$ cat src/rtl/eth_tx_mux_arb.sv
`default_nettype none
// ============================================================================
//  Module   : eth_tx_mux_arb
//  Purpose  : GMII transmit arbiter granting whole frames from NUM_CH sources,
//             with fixed-priority or round-robin selection, a forced
//             inter-frame gap, a start timeout and a runaway-frame watchdog.
//  Revision : 1.0  initial release
// ============================================================================
module eth_tx_mux_arb #(
    parameter int NUM_CH        = 2,
    parameter int ARB_MODE      = 0,
    parameter int IFG_CYCLES    = 12,
    parameter int START_TIMEOUT = 64,
    parameter int MAX_FRAME_CYC = 1530,
    localparam int CH_W         = (NUM_CH > 1) ? $clog2(NUM_CH) : 1
) (
    input  logic                  clk,
    input  logic                  rst,
    input  logic [NUM_CH-1:0]     ch_req,
    output logic [NUM_CH-1:0]     ch_grant,
    input  logic [NUM_CH-1:0]     ch_tx_en,
    input  logic [NUM_CH*8-1:0]   ch_txd,
    output logic                  gmii_tx_en,
    output logic [7:0]            gmii_txd,
    output logic [CH_W-1:0]       cur_ch,
    output logic                  busy,
    output logic                  err_timeout,
    output logic                  err_overlong
);

    localparam int c_MAX_AB  = (START_TIMEOUT > MAX_FRAME_CYC) ? START_TIMEOUT : MAX_FRAME_CYC;
    localparam int c_CNT_MAX = (c_MAX_AB > IFG_CYCLES) ? c_MAX_AB : IFG_CYCLES;
    localparam int c_CNT_W   = $clog2(c_CNT_MAX + 1);

    localparam logic [c_CNT_W-1:0] c_TO_LAST   = c_CNT_W'(START_TIMEOUT - 1);
    localparam logic [c_CNT_W-1:0] c_FRAME_MAX = c_CNT_W'(MAX_FRAME_CYC);
    localparam logic [c_CNT_W-1:0] c_IFG_LAST  = c_CNT_W'(IFG_CYCLES - 1);
    localparam logic [CH_W-1:0]    c_LAST_CH   = CH_W'(NUM_CH - 1);

    localparam logic [1:0] c_ST_IDLE  = 2'd0;
    localparam logic [1:0] c_ST_WAIT  = 2'd1;
    localparam logic [1:0] c_ST_SEND  = 2'd2;
    localparam logic [1:0] c_ST_IFG   = 2'd3;

    logic [1:0]          r_state;
    logic [c_CNT_W-1:0]  r_cnt;
    logic [NUM_CH-1:0]   r_grant;
    logic [CH_W-1:0]     r_cur_ch;
    logic                r_gmii_tx_en;
    logic [7:0]          r_gmii_txd;
    logic                r_err_timeout;
    logic                r_err_overlong;

    logic [CH_W-1:0]     w_winner;
    logic [NUM_CH-1:0]   w_winner_oh;
    logic                w_sel_en;
    logic [7:0]          w_sel_txd;

    generate
        if (ARB_MODE == 0) begin : g_fixed
            always_comb begin
                w_winner = '0;
                for (int i = NUM_CH - 1; i >= 0; i--) begin
                    if (ch_req[i]) w_winner = i[CH_W-1:0];
                end
            end
        end else begin : g_rr
            logic [CH_W-1:0] r_ptr;
            logic [CH_W-1:0] w_hi;
            logic [CH_W-1:0] w_lo;
            logic            w_hi_found;

            // First requester at or above the pointer, else wrap to the lowest one.
            always_comb begin
                w_hi       = '0;
                w_lo       = '0;
                w_hi_found = 1'b0;
                for (int i = NUM_CH - 1; i >= 0; i--) begin
                    if (ch_req[i]) begin
                        w_lo = i[CH_W-1:0];
                        if (i[CH_W-1:0] >= r_ptr) begin
                            w_hi       = i[CH_W-1:0];
                            w_hi_found = 1'b1;
                        end
                    end
                end
                w_winner = w_hi_found ? w_hi : w_lo;
            end

            always_ff @(posedge clk) begin
                if (rst) begin
                    r_ptr <= '0;
                end else if (r_state == c_ST_IDLE && |ch_req) begin
                    r_ptr <= (w_winner == c_LAST_CH) ? '0 : w_winner + CH_W'(1);
                end
            end
        end
    endgenerate

    always_comb begin
        w_sel_en    = 1'b0;
        w_sel_txd   = '0;
        w_winner_oh = '0;
        for (int i = 0; i < NUM_CH; i++) begin
            w_winner_oh[i] = (w_winner == i[CH_W-1:0]);
            if (r_cur_ch == i[CH_W-1:0]) begin
                w_sel_en  = ch_tx_en[i];
                w_sel_txd = ch_txd[8*i +: 8];
            end
        end
    end

    always_ff @(posedge clk) begin
        if (rst) begin
            r_state        <= c_ST_IDLE;
            r_cnt          <= '0;
            r_grant        <= '0;
            r_cur_ch       <= '0;
            r_gmii_tx_en   <= 1'b0;
            r_gmii_txd     <= '0;
            r_err_timeout  <= 1'b0;
            r_err_overlong <= 1'b0;
        end else begin
            r_err_timeout  <= 1'b0;
            r_err_overlong <= 1'b0;
            case (r_state)
                c_ST_IDLE: begin
                    r_gmii_tx_en <= 1'b0;
                    r_gmii_txd   <= '0;
                    r_cnt        <= '0;
                    if (|ch_req) begin
                        r_grant  <= w_winner_oh;
                        r_cur_ch <= w_winner;
                        r_state  <= c_ST_WAIT;
                    end
                end
                c_ST_WAIT: begin
                    // The enabling byte itself goes out, so the frame loses nothing.
                    if (w_sel_en) begin
                        r_gmii_tx_en <= 1'b1;
                        r_gmii_txd   <= w_sel_txd;
                        r_cnt        <= c_CNT_W'(1);
                        r_state      <= c_ST_SEND;
                    end else if (r_cnt == c_TO_LAST) begin
                        r_grant       <= '0;
                        r_err_timeout <= 1'b1;
                        r_cnt         <= '0;
                        r_state       <= c_ST_IFG;
                    end else begin
                        r_cnt <= r_cnt + c_CNT_W'(1);
                    end
                end
                c_ST_SEND: begin
                    // r_cnt holds the number of bytes already sent in this frame.
                    if (w_sel_en && r_cnt < c_FRAME_MAX) begin
                        r_gmii_tx_en <= 1'b1;
                        r_gmii_txd   <= w_sel_txd;
                        r_cnt        <= r_cnt + c_CNT_W'(1);
                    end else begin
                        r_gmii_tx_en   <= 1'b0;
                        r_gmii_txd     <= '0;
                        r_grant        <= '0;
                        r_err_overlong <= w_sel_en;
                        r_cnt          <= '0;
                        r_state        <= c_ST_IFG;
                    end
                end
                default: begin
                    r_gmii_tx_en <= 1'b0;
                    r_gmii_txd   <= '0;
                    if (r_cnt == c_IFG_LAST) begin
                        r_cnt   <= '0;
                        r_state <= c_ST_IDLE;
                    end else begin
                        r_cnt <= r_cnt + c_CNT_W'(1);
                    end
                end
            endcase
        end
    end

    assign ch_grant     = r_grant;
    assign gmii_tx_en   = r_gmii_tx_en;
    assign gmii_txd     = r_gmii_txd;
    assign cur_ch       = r_cur_ch;
    assign busy         = (r_state != c_ST_IDLE);
    assign err_timeout  = r_err_timeout;
    assign err_overlong = r_err_overlong;

endmodule
`default_nettype wire

$ cat config.mk
export PLATFORM = sky130hd
export DESIGN_NAME = eth_tx_mux_arb
export DESIGN_NICKNAME = d
export VERILOG_FILES = /design/src/rtl/eth_tx_mux_arb.sv
export SDC_FILE = /design/constraint.sdc
export NUM_CORES = 1
export LEC_CHECK = 0
export CORE_MARGIN = 3
export CORE_UTILIZATION = 51
export DETAILED_ROUTE_END_ITERATION = 7
export PLACE_DENSITY = 0.9
export SYNTH_ARGS = -nofsm -noshare
export SYNTH_HDL_FRONTEND = slang
export SYNTH_SLANG_ARGS = --single-unit
$ cat constraint.sdc
create_clock -name clk -period 3.9 [get_ports clk]
set_clock_uncertainty 0.1 [all_clocks]
set_input_delay 1.17 -clock clk [delete_from_list [all_inputs] [get_ports clk]]
set_output_delay 1.17 -clock clk [all_outputs]
set_load 0.01 [all_outputs]
==> impl_results.html <==
<table>
<tr><th>Metric</th><th>Value</th></tr>
<tr><th colspan="2">STA</th></tr>
<tr><td>Total Negative Setup Slacks</td><td>0 ps</td></tr>
<tr><td>F_max</td><td>332 MHz</td></tr>
<tr><td>Unrepaired setup endpoints after global routing</td><td>no</td></tr>
<tr><td>Final hold violation count</td><td>0</td></tr>
<tr><td>Slew Limit Fails</td><td>0</td></tr>
<tr><td>Setup violation total in the final timing report</td><td>0</td></tr>
<tr><td>Transition at the pin with the smallest max-transition slack</td><td>772 ps</td></tr>
<tr><td>Fin crit share</td><td>77.3%</td></tr>
<tr><td>Shortest clock period the worst path allows after layout</td><td>about 3000 ps</td></tr>
<tr><td>Relative slew slack</td><td>48.2%</td></tr>
<tr><th colspan="2">Worst setup path</th></tr>
<tr><td>Endpoint required time on the critical path</td><td>about 2600 ps</td></tr>
<tr><td>Kind of start point of the critical path</td><td>register</td></tr>
<tr><td>Data arrival time of the critical path</td><td>around 1700 ps</td></tr>
<tr><td>Endpoint kind of the worst setup timing path</td><td>primary output</td></tr>
<tr><td>Max FO, Critical Path</td><td>5</td></tr>
<tr><td>Crit Path Class</td><td>register to primary output</td></tr>
<tr><th colspan="2">Flow run</th></tr>
<tr><td>MaxCap Viol Count</td><td>0</td></tr>
<tr><th colspan="2">Final layout</th></tr>
<tr><td>Most common cell after layout, fill and taps aside</td><td>clkdlybuf4s50_1</td></tr>
<tr><td>Final standard cell area without fillers</td><td>~0.0017 mm2</td></tr>
<tr><td>Fraction of layout cells with a size suffix above 1</td><td>7.10%</td></tr>
<tr><td>Synthesis-to-layout area growth</td><td>29.7%</td></tr>
<tr><td>Util after Layout</td><td>roughly three quarters</td></tr>
<tr><td>Final Net Count</td><td>~210</td></tr>
<tr><td>Commonest non-fill, non-tap cells in the layout</td><td>clkdlybuf4s50_1 (36), dfxtp_1 (27), nor2_1 (20), nand2_1 (17), mux2i_1 (9)</td></tr>
<tr><td>Diodes inserted</td><td>0</td></tr>
<tr><th colspan="2">Synth</th></tr>
<tr><td>Portion of synthesized cell area occupied by the leading cell type</td><td>around two fifths</td></tr>
<tr><td>Synth unique cells</td><td>38</td></tr>
<tr><td>Ys async rst share</td><td>0%</td></tr>
<tr><td>Primary flip-flop cell chosen by synthesis mapping</td><td>dfxtp_1</td></tr>
<tr><td>Post-Syn Area</td><td>roughly 0.0013 mm2</td></tr>
<tr><td>Synthesized area per cell</td><td>between 9 and 10 um2</td></tr>
<tr><td>Sequential area share after synthesis</td><td>40.4%</td></tr>
<tr><td>Cell taking the most area after synthesis</td><td>dfxtp_1</td></tr>
<tr><td>Number of flip-flops and latches in the synthesized netlist</td><td>27</td></tr>
<tr><td>Count of flip-flops with a built-in enable after synthesis</td><td>0</td></tr>
<tr><td>Most area-consuming cells after synthesis</td><td>dfxtp_1 (40%), mux2i_1 (6.7%), nor2_1 (5.6%)</td></tr>
<tr><td>Gate Count Post-Synth</td><td>147</td></tr>
<tr><td>Yosys synthesis warning count</td><td>0</td></tr>
<tr><td>Number of nets in the synthesized netlist</td><td>roughly 170</td></tr>
<tr><th colspan="2">CTS</th></tr>
<tr><td>Quantity of hold-fixing buffers added after cts</td><td>0</td></tr>
<tr><td>Maximum clock insertion buffer count</td><td>2</td></tr>
<tr><td>Clock transition time at the flip-flop clock pins of the worst setup and hold paths</td><td>about 150 ps</td></tr>
<tr><td>Clock tree root buffer cell</td><td>clkbuf_4</td></tr>
<tr><td>Post-CTS Repair Setup Buffers</td><td>0</td></tr>
<tr><td>Number of H-tree levels</td><td>1</td></tr>
<tr><td>Clock Sink Count</td><td>27</td></tr>
<tr><td>Total clock buffers created by CTS</td><td>3</td></tr>
<tr><td>Clock latency at the later pin of the worst-skew pair</td><td>340 ps</td></tr>
<tr><td>TritonCTS clock tree</td><td>built</td></tr>
<tr><td>CTS-repair resized insts</td><td>0</td></tr>
<tr><th colspan="2">Min path</th></tr>
<tr><td>Tightest Hold Check Type</td><td>register to register</td></tr>
<tr><th colspan="2">Route</th></tr>
<tr><td>Routed via count divided by cell count</td><td>about 5.5</td></tr>
<tr><td>Total Wirelength</td><td>around 3.1 mm</td></tr>
<tr><td>DRC violation count after routing</td><td>0</td></tr>
<tr><td>Number of antenna-violating nets in the routed design</td><td>0</td></tr>
<tr><td>Number of violations reported at the end of detailed-routing iteration 0</td><td>47</td></tr>
<tr><td>Average wire per cell in the routed design</td><td>roughly 15 um</td></tr>
<tr><td>Detailed Routing Iterations Pass 1</td><td>4</td></tr>
<tr><td>Via Count</td><td>approximately 1200</td></tr>
<tr><th colspan="2">Die</th></tr>
<tr><td>Horizontal die dimension</td><td>about 57 um</td></tr>
<tr><td>Die height</td><td>between 50 and 60 um</td></tr>
<tr><td>Row cnt</td><td>17</td></tr>
<tr><td>Initial cell density of the core</td><td>approximately 57%</td></tr>
<tr><td>Area of the core</td><td>roughly 0.0023 mm2</td></tr>
<tr><td>Area of the die</td><td>approximately 0.0033 mm2</td></tr>
<tr><td>Io pins</td><td>37</td></tr>
<tr><th colspan="2">Pwr</th></tr>
<tr><td>Worst IR Drop VDD</td><td>between 0.3 and 0.4 mV</td></tr>
<tr><td>Total power</td><td>just over 0.8 mW</td></tr>
<tr><td>Power Dens Cells</td><td>approximately 460 mW/mm2</td></tr>
<tr><td>Reported leakage power</td><td>0.633 nW</td></tr>
<tr><th colspan="2">Placement</th></tr>
<tr><td>Final weighted congestion of routability-driven global placement</td><td>0.926</td></tr>
<tr><td>Post-DP HPWL</td><td>2.35 mm</td></tr>
<tr><td>IO Port Bufs</td><td>36</td></tr>
<tr><td>Post-DP Area</td><td>roughly 0.0017 mm2</td></tr>
<tr><th colspan="2">Global routing</th></tr>
<tr><td>Antenna violations before repair</td><td>0</td></tr>
<tr><td>First-pass GRT wire length</td><td>approximately 5.2 mm</td></tr>
<tr><td>Maximum number of pins on one net before global-route repair</td><td>16</td></tr>
<tr><td>Met1 Resource Use GR</td><td>about 23%</td></tr>
<tr><td>Met2 global-route usage</td><td>34.9%</td></tr>
<tr><td>Met3 Use GR</td><td>approximately 5.0%</td></tr>
<tr><td>Total Routing Usage GR</td><td>roughly 20%</td></tr>
<tr><td>GR Overflow Total</td><td>0</td></tr>
<tr><td>Via count of the first global-routing pass</td><td>1171</td></tr>
<tr><td>GR peak layer</td><td>met2</td></tr>
<tr><th colspan="2">Outcome</th></tr>
<tr><td>Run status</td><td>complete, no violations</td></tr>
</table>
[report_power, final]
part / leakage (nW) / switching [mW] / total, mW / internal [mW]
sequential: 0.219 / 0.0323 / 0.343 / 0.311
clock: 0.0177 / 0.0873 / 0.126 / 0.0387
combinational: 0.396 / 0.164 / 0.338 / 0.174
[cells by family after synthesis]
logic type      after synthesis  share of synthesized area, %
buf+inv                      10                          3.55
mux                          13                          10.7
simple gates                 62                          25.0
flops                        27                          40.4
xor+xnor                      9                          5.89
compound gates               21                          9.82
fa+ha+maj                     5                          4.68
[final timing paths]
| check | from | slack (ps) | to | depth (start not counted) |
|---|---|---|---|---|
| setup / recovery | r_state[0] | 890 | busy | 4 |
| hold reg to reg | gmii_txd[6] | 360 | gmii_txd[6] | 2 |
| setup reg to reg | cur_ch | 1460 | r_state[0] | 5 |
| hold / removal | gmii_txd[6] | 360 | gmii_txd[6] | 2 |
[area by class of cell]
| cell class | instances | area [um2] |
|---|---|---|
| clock inverters | 1 | 5.00 |
| multi-input cells | 110 | 749 |
| fillers | 176 | 604 |
| inverters | 6 | 22.5 |
| well taps | 28 | 35.0 |
| repair buffers | 36 | 360 |
| flip-flops and latches | 27 | 541 |
| clock buffers | 3 | 22.5 |
[Yosys cell counts, drive strengths merged (2+ instances only)]
library cell and instances:
inv 6, nor2 20, buf 3, o21ai 10, mux2 4, nand4 3
xor2 4, a21oi 4, a211oi 2, dfxtp 27, nor4 2, xnor2 5
nand2 17, ha 5, nor2b 4, mux2i 9, nand3 4, nor3 3
[critical path, stage by stage, from the launching register on]
cell             delay [ps]
dfxtp_1                 400
inv_1                   100
ha_1                    270
inv_1                   100
clkdlybuf4s50_1         540
[stage by stage]
stage	setup slack (ps)	instances	hold slack, ps
2_1_floorplan	1210	147	367
3_3_place_gp	769	207	334
3_5_place_dp	692	207	344
4_1_cts	898	211	360
5_1_grt	817	211	386
6_report	886	211	362
[flip-flops by register name (all words and copies together), names as in the netlist]
| name | flops |
|---|---|
| gmii_tx_en | 1 |
| r_state | 2 |
| ch_grant | 2 |
| err_timeout | 1 |
| err_overlong | 1 |
| gmii_txd | 8 |
| cur_ch | 1 |
| r_cnt | 11 |
[per-layer routing]
layer	routed length (um)	up-vias
met5	0	-
met4	68	0
met3	228	9
met2	1530	53
met1	1300	527
li1	-	580
Note: power is estimated with default switching activity, not from simulation.
